`config.mk`:
```
export PLATFORM = sky130hd
export DESIGN_NAME = csa_resolver
export DESIGN_NICKNAME = d
export VERILOG_FILES = /design/src/rtl/csa_resolver.sv
export SDC_FILE = /design/constraint.sdc
export NUM_CORES = 1
export LEC_CHECK = 0
export ABC_CLOCK_PERIOD_IN_PS = 2200
export CAP_MARGIN = 20
export CORE_MARGIN = 2
export CORE_UTILIZATION = 45
export DETAILED_ROUTE_END_ITERATION = 16
export GPL_TIMING_DRIVEN = 0
export PLACE_DENSITY = 0.87
export SETUP_SLACK_MARGIN = 0.5
export SYNTH_ARGS = -nofsm -noshare
export SYNTH_HDL_FRONTEND = slang
export SYNTH_SLANG_ARGS = --single-unit
```
`constraint.sdc`:
```
create_clock -name clk_i -period 2.2 [get_ports clk_i]
set_input_delay 0.66 -clock clk_i [delete_from_list [all_inputs] [get_ports clk_i]]
set_output_delay 0.66 -clock clk_i [all_outputs]
set_load 0.005 [all_outputs]
```
`src/rtl/csa_resolver.sv`:
```
// Multi-cycle carry-save resolver: folds a sum/carry vector pair into binary,
// CHUNK bits per cycle through a narrow adder and a 1-bit rippling carry.
module csa_resolver #(
   parameter int WIDTH = 16,
   parameter int CHUNK = 4
) (
   input  logic             clk_i,
   input  logic             rst_ni,
   input  logic             in_valid_i,
   output logic             in_ready_o,
   input  logic [WIDTH-1:0] sum_i,
   input  logic [WIDTH-1:0] carry_i,
   output logic             out_valid_o,
   input  logic             out_ready_i,
   output logic [WIDTH-1:0] result_o,
   output logic             cout_o
);

   localparam int NCH = WIDTH / CHUNK;
   localparam int KW  = (NCH > 1) ? $clog2(NCH) : 1;

   localparam logic [1:0] IDLE = 2'd0;
   localparam logic [1:0] ADD  = 2'd1;
   localparam logic [1:0] DONE = 2'd2;

   localparam logic [KW-1:0] K_LAST = KW'(NCH - 1);

   logic [1:0]       state_reg;
   logic [1:0]       state_next;
   logic [KW-1:0]    k_reg;
   logic             run_carry_reg;
   logic             cout_reg;
   logic [WIDTH-1:0] sum_lat_reg;
   logic [WIDTH-1:0] carry_lat_reg;

   logic [CHUNK-1:0] sum_chunk     [NCH];
   logic [CHUNK-1:0] carry_chunk   [NCH];
   logic [CHUNK-1:0] res_chunk_reg [NCH];

   logic [CHUNK-1:0] sum_sel;
   logic [CHUNK-1:0] carry_sel;
   logic [CHUNK:0]   chunk_add;

   // Slice the operand latches into chunks; the running carry is the only
   // link between them, so the adder below stays CHUNK+1 bits wide.
   for (genvar gi = 0; gi < NCH; gi++) begin : g_chunk
      assign sum_chunk[gi]   = sum_lat_reg[gi*CHUNK +: CHUNK];
      assign carry_chunk[gi] = carry_lat_reg[gi*CHUNK +: CHUNK];
      assign result_o[gi*CHUNK +: CHUNK] = res_chunk_reg[gi];

      always_ff @(posedge clk_i) begin
         if (!rst_ni) begin
            res_chunk_reg[gi] <= '0;
         end else if (state_reg == ADD && k_reg == KW'(gi)) begin
            res_chunk_reg[gi] <= chunk_add[CHUNK-1:0];
         end
      end
   end

   assign sum_sel   = sum_chunk[k_reg];
   assign carry_sel = carry_chunk[k_reg];
   assign chunk_add = {1'b0, sum_sel} + {1'b0, carry_sel}
                    + {{CHUNK{1'b0}}, run_carry_reg};

   always_comb begin
      state_next = state_reg;
      case (state_reg)
         IDLE:    if (in_valid_i) state_next = ADD;
         ADD:     if (k_reg == K_LAST) state_next = DONE;
         DONE:    if (out_ready_i) state_next = IDLE;
         default: state_next = IDLE;
      endcase
   end

   always_ff @(posedge clk_i) begin
      if (!rst_ni) begin
         state_reg     <= IDLE;
         k_reg         <= '0;
         run_carry_reg <= 1'b0;
         cout_reg      <= 1'b0;
         sum_lat_reg   <= '0;
         carry_lat_reg <= '0;
      end else begin
         state_reg <= state_next;
         case (state_reg)
            IDLE: begin
               if (in_valid_i) begin
                  sum_lat_reg   <= sum_i;
                  carry_lat_reg <= carry_i;
                  k_reg         <= '0;
                  run_carry_reg <= 1'b0;
               end
            end
            ADD: begin
               run_carry_reg <= chunk_add[CHUNK];
               if (k_reg == K_LAST) begin
                  cout_reg <= chunk_add[CHUNK];
                  k_reg    <= '0;
               end else begin
                  k_reg <= k_reg + KW'(1);
               end
            end
            default: ;
         endcase
      end
   end

   assign in_ready_o  = (state_reg == IDLE);
   assign out_valid_o = (state_reg == DONE);
   assign cout_o      = cout_reg;

endmodule

```
== Yosys cells after proc, flatten, opt, wreduce, memory -nomap -nowiden ==
Memory sizes are Yosys's and may differ from the RTL's.
Cells that the tools add are included.
Cells by class
  $add $sub $neg: 3
  $lt $le $gt $ge: 1
  eq/ne operators: 8
  mux-type cells: 32
  bitwise logic cells: 5
  reduce and logical (&&, ||, !) cells: 11
Operators by type and width (count)
  $mux 4: 8
  $bmux 4 s2: 2
  $mux 1: 14
  $mux 2: 5
  $eq 2x2->1 const B: 3
  $pmux 2 s3: 1
  $reduce_and 2->1: 3
  $add 4x4->5: 1
  $add 5x1->5: 1
  $eq 2x1->1 const B: 2
  $logic_and 1x1->1: 4
  $logic_not 2->1: 2
  $ne 2x1->1 const B: 2
  $or 1x1->1: 4
  $pmux 2 s2: 1
  $ge 3x3->1 const B: 1
  $not 2->3: 1
  $reduce_and 3->1: 1
  $add 2x1->2 const B: 1
  $ne 2x2->1 const B: 1
  $pmux 1 s2: 1
  $reduce_bool 2->1: 1
Word-level totals
  flip-flop bits (word level): 38
  bits in writable memories: 16
  input bits: 36
  output and inout port bits: 19
  logic and storage cells: 67
  memories kept: 1
Memories
  res_chunk_reg: depth 4, width 4, read ports 4, clocked after Yosys merged registers in 0, wr ports 4, line 38  | logic [CHUNK-1:0] res_chunk_reg [NCH];

== Longest topological paths before layout ==
  depth after elaboration: 7
  gate-level depth with buffers: 9
  mapped depth without buffers: 8

== Worst setup path before layout ==
No wires, ideal clock.
  path type: register to register
  from: register k_reg[1]
  to: memory res_chunk_reg[0][2] (data pin)
  library setup time: 264 ps
  arrival: 2076 ps
  required time: 1936 ps
  path slack: -140 ps
  stages on the path, launching flop included: 9
  path buffers: 1
  clock period less this slack: 2340 ps
  cell sequence: dfxtp_1 buf_2 mux4_2 inv_1 fa_1 inv_1 fa_1 xnor2_1 nor2_1
RTL lines
  start, declared: line 30  | logic [KW-1:0] k_reg;
  start signal, assigned: line 100  | k_reg <= k_reg + KW'(1);
  end, declared: line 38

== Worst setup path in the final report ==
  from: register k_reg[1]
  to: register cout_reg, in the netlist cout_o
Between the ends
  word-level cells in the longest chain between the ends: 6
  elaborated cells between the ends (all ways): 11
  those cells by class: 2 x add/sub; 1 x eq/ne; 6 x mux; 1 x bitwise; 1 x reduce/logical
RTL lines
  $not 2->3 (not written as such): line 60, 61
  $bmux 4 s2 (on tied branches): line 60, 61
  $mux 4 (on tied branches) (2 in a row): line 60, 61
  $add 4x4->5: line 62  | assign chunk_add = {1'b0, sum_sel} + {1'b0, carry_sel}
  $add 5x1->5: line 63  | + {{CHUNK{1'b0}}, run_carry_reg};
  end signal, assigned: line 97  | cout_reg <= chunk_add[CHUNK];
  end, declared: line 32  | logic cout_reg;
Several ways; a longest one is shown, not always the timed one. The select of a mux whose other input is x is not followed.
A chain may end at the register's enable or synchronous reset.

==> flow_metrics.tcl <==
set metrics [dict create \
    first_pass_iters 4 \
    start_util_pct 46.7 \
    design_area_um2 3290 \
    clk_pin_slew_worst_paths_ns 0.09 \
    critical_path_class "flop to flop" \
    violations "setup timing" \
    syn_avg_cell_area_um2 9.72 \
    yosysUniqueCellTypes 30 \
    netlist.area_leader.share_pct 31.7 \
    cts_hold_buf 0 \
    leakage_uw 0.00126 \
    hold_class "flop to flop" \
    cts_made_buffers 5 \
    top_layer_used "met4" \
    antennaDiodeCount 0 \
    irDropWorstVdd_mv 0.299 \
    grt_start_max_net_pins 17 \
    drt_first_iter_violations 72 \
    final_max_slew_viol_count 0 \
    syn2layout_area_growth_pct 37.1 \
    gp_congestion 0.793 \
    netlist_area_um2 2400 \
    status "finished, violations left" \
    synth_xor_area_share_pct 0.365 \
    die_height_um 77.0 \
    pre_cts_ws_ns -0.153 \
    rows 26 \
    drc_errors 0 \
    internal-power_uw 1490 \
    synthSimpleGateAreaFrac_pct 18.8 \
    vias_per_cell 5.02 \
    ant_nets 0 \
    p_total_uw 2000 \
    cts_root_buffer "clkbuf_8" \
    synth_compound_area_share_pct 9.85 \
    critPathCaptureType "flop" \
    synth_edf_count 16 \
    fillCellCount 440 \
    postPlaceCellArea_um2 3060 \
    yosysMostFrequentCell "nand2_1" \
    async_flop_share_pct 0 \
    setup_slack_ns -0.113 \
    htreeDepth 2 \
    worst_pin_slew_ns 0.477 \
    grt_pass1_wl_um 9030 \
    core_um2 5140 \
    dieArea_um2 5930 \
    cts_tree "yes" \
    synth.top_cells.by_area "dfxtp_1 (32%), edfxtp_1 (20%), nand2_1 (12%)" \
    antenna_found_initial 0 \
    drt-total-wl_um 5420 \
    power_density_nw_per_um2 608 \
    wl_per_cell_um 14.1 \
    combPwrFrac_pct 18.0 \
    crit_path_top_delay_cell "mux4_2" \
    dr_wl_met3_um 258 \
    layout.nets 360 \
    hold_viol 0 \
    synth_top_family_by_area "simple AND/OR/NAND/NOR gates" \
    path_max_fanout 3 \
    drv_cap 0 \
    pwr-share-clk_pct 27.1 \
    netSwitchingPower_uw 512 \
    swShare_pct 25.6 \
    grt_pass1_vias 1939 \
    synthMuxAreaShare_pct 7.92 \
    met2WireLength_um 2780 \
    rsz0062_at_grt "yes" \
    yosys.area.top_type "dfxtp_1" \
    synth-main-ff-cell "dfxtp_1" \
    ys_seq_elements 54 \
    syn-instance-count 247 \
    numPortBuffers 54 \
    seq_area_frac_synth_pct 51.7 \
    clock_latency_ns 0.31 \
    max_freq_ghz 0.432 \
    post-route-util_pct 64.0 \
    yosysWarnings 0 \
    period_share_pct 105 \
    track_usage_pct 19.7 \
    setup_viol 6 \
    yosys-top-cells-count "nand2_1 (74), dfxtp_1 (38), a21oi_1 (36)" \
    grt_overflow_total 0 \
    skew_ns 0.00752 \
    holdWs_ns 0.456 \
    synth_fa_ha_area_share_pct 5.32 \
    clockBufferDepth 2 \
    cp_slowest_stage_delay_ns 0.51 \
    seqPwrFrac_pct 55.0 \
    crit_chain "buf_8 > mux4_2 > inv_2 > fa_2 > inv_2 > fa_2 > a21o_1 > a21oi_2 > a311oi_1" \
    crit_required_ns 2.39 \
    pin_count 55 \
    dieWidth_um 77.0 \
    max-slew-margin-rel_pct 68.2 \
    met1_length_um 2240 \
    drive_gt1_share_pct 19.9 \
    cts_sinks 54 \
    start_kind "flop" \
    hpwl_um 3780 \
    vias 1936 \
    min_period_ns 2.31 \
    syn-num-nets 292 \
    cp_data_arrival_time_ns 2.50 \
]
## power groups by stage
stage / combinational [µW] / sequential [µW] / clock [µW]
2_1_floorplan: 184 / 1120 / 0
3_3_place_gp: 317 / 1120 / 0
3_5_place_dp: 326 / 1120 / 0
4_1_cts: 344 / 1100 / 545
5_1_grt: 393 / 1100 / 586
6_report: 359 / 1100 / 542
## logic make-up (layout without fill, tap and decap cells)
family	Yosys count	count (layout)
compound gates	43	43
xor+xnor	1	1
fa+ha+maj	9	9
buf+inv	26	95
flops	54	54
mux	9	9
simple gates	105	105
## what timing repair did
action,4_1_cts,5_1_grt
endpoints found under the setup margin,83,20
gates resized for setup,39,14
pin swaps,5,11
setup buffers,7,0
## cell type report
class | instances | area [µm²] | share of cell area, %
sequential | 54 | 1250 | 38.0
multi-input combinational | 167 | 1120 | 34.1
timing repair buffer | 61 | 574 | 17.5
buffer | 15 | 126 | 3.84
tap | 70 | 87.6 | 2.66
clock buffer | 6 | 72.6 | 2.21
inverter | 11 | 43.8 | 1.33
clock inverter | 2 | 13.8 | 0.418
## through the flow
step                      instances  TNS (ns)
after CTS                       386   -0.0821
after global placement          371     -1.12
after detailed placement        371     -1.66
after global routing            386    -0.952
final                           386    -0.354
after floorplan                 247         0
## layout by cell type (no fill, tap or decap), drive strengths merged, types with 2 or more instances in the layout
master / instances
mux4: 8
clkdlybuf4s50: 35
dfxtp: 38
ha: 7
clkinv: 2
a21oi: 36
dlygate4sd2: 17
edfxtp: 16
buf: 20
clkbuf: 10
nand3: 5
nor3b: 5
inv: 11
nor2: 17
fa: 2
nand2: 74
a22oi: 2
## per-layer routing
layer,vias up,GRT usage [%]
li1,968,-
met2,67,34.3
met4,0,11.1
met5,-,0
met3,13,4.00
met1,888,22.4
## final timing paths
| check | to | from | cells past startpoint | slack (ns) |
|---|---|---|---|---|
| worst max-delay path | cout_o | k_reg[1] | 9 | -0.11 |
| worst min-delay path | carry_lat_reg[3] | carry_lat_reg[3] | 2 | 0.46 |
| worst max register to register | cout_o | k_reg[1] | 9 | -0.11 |
| worst min register to register | carry_lat_reg[3] | carry_lat_reg[3] | 2 | 0.46 |
## worst max-delay path: cells and delay by family, from the launching register on
family | cells | cell delay (ns)
adders and majority gates | 2 | 0.61
muxes | 1 | 0.51
AOI/OAI and AO/OA | 3 | 0.47
DFF | 1 | 0.36
buffers and inverters | 3 | 0.23
Power figures use the tool's default switching activity.
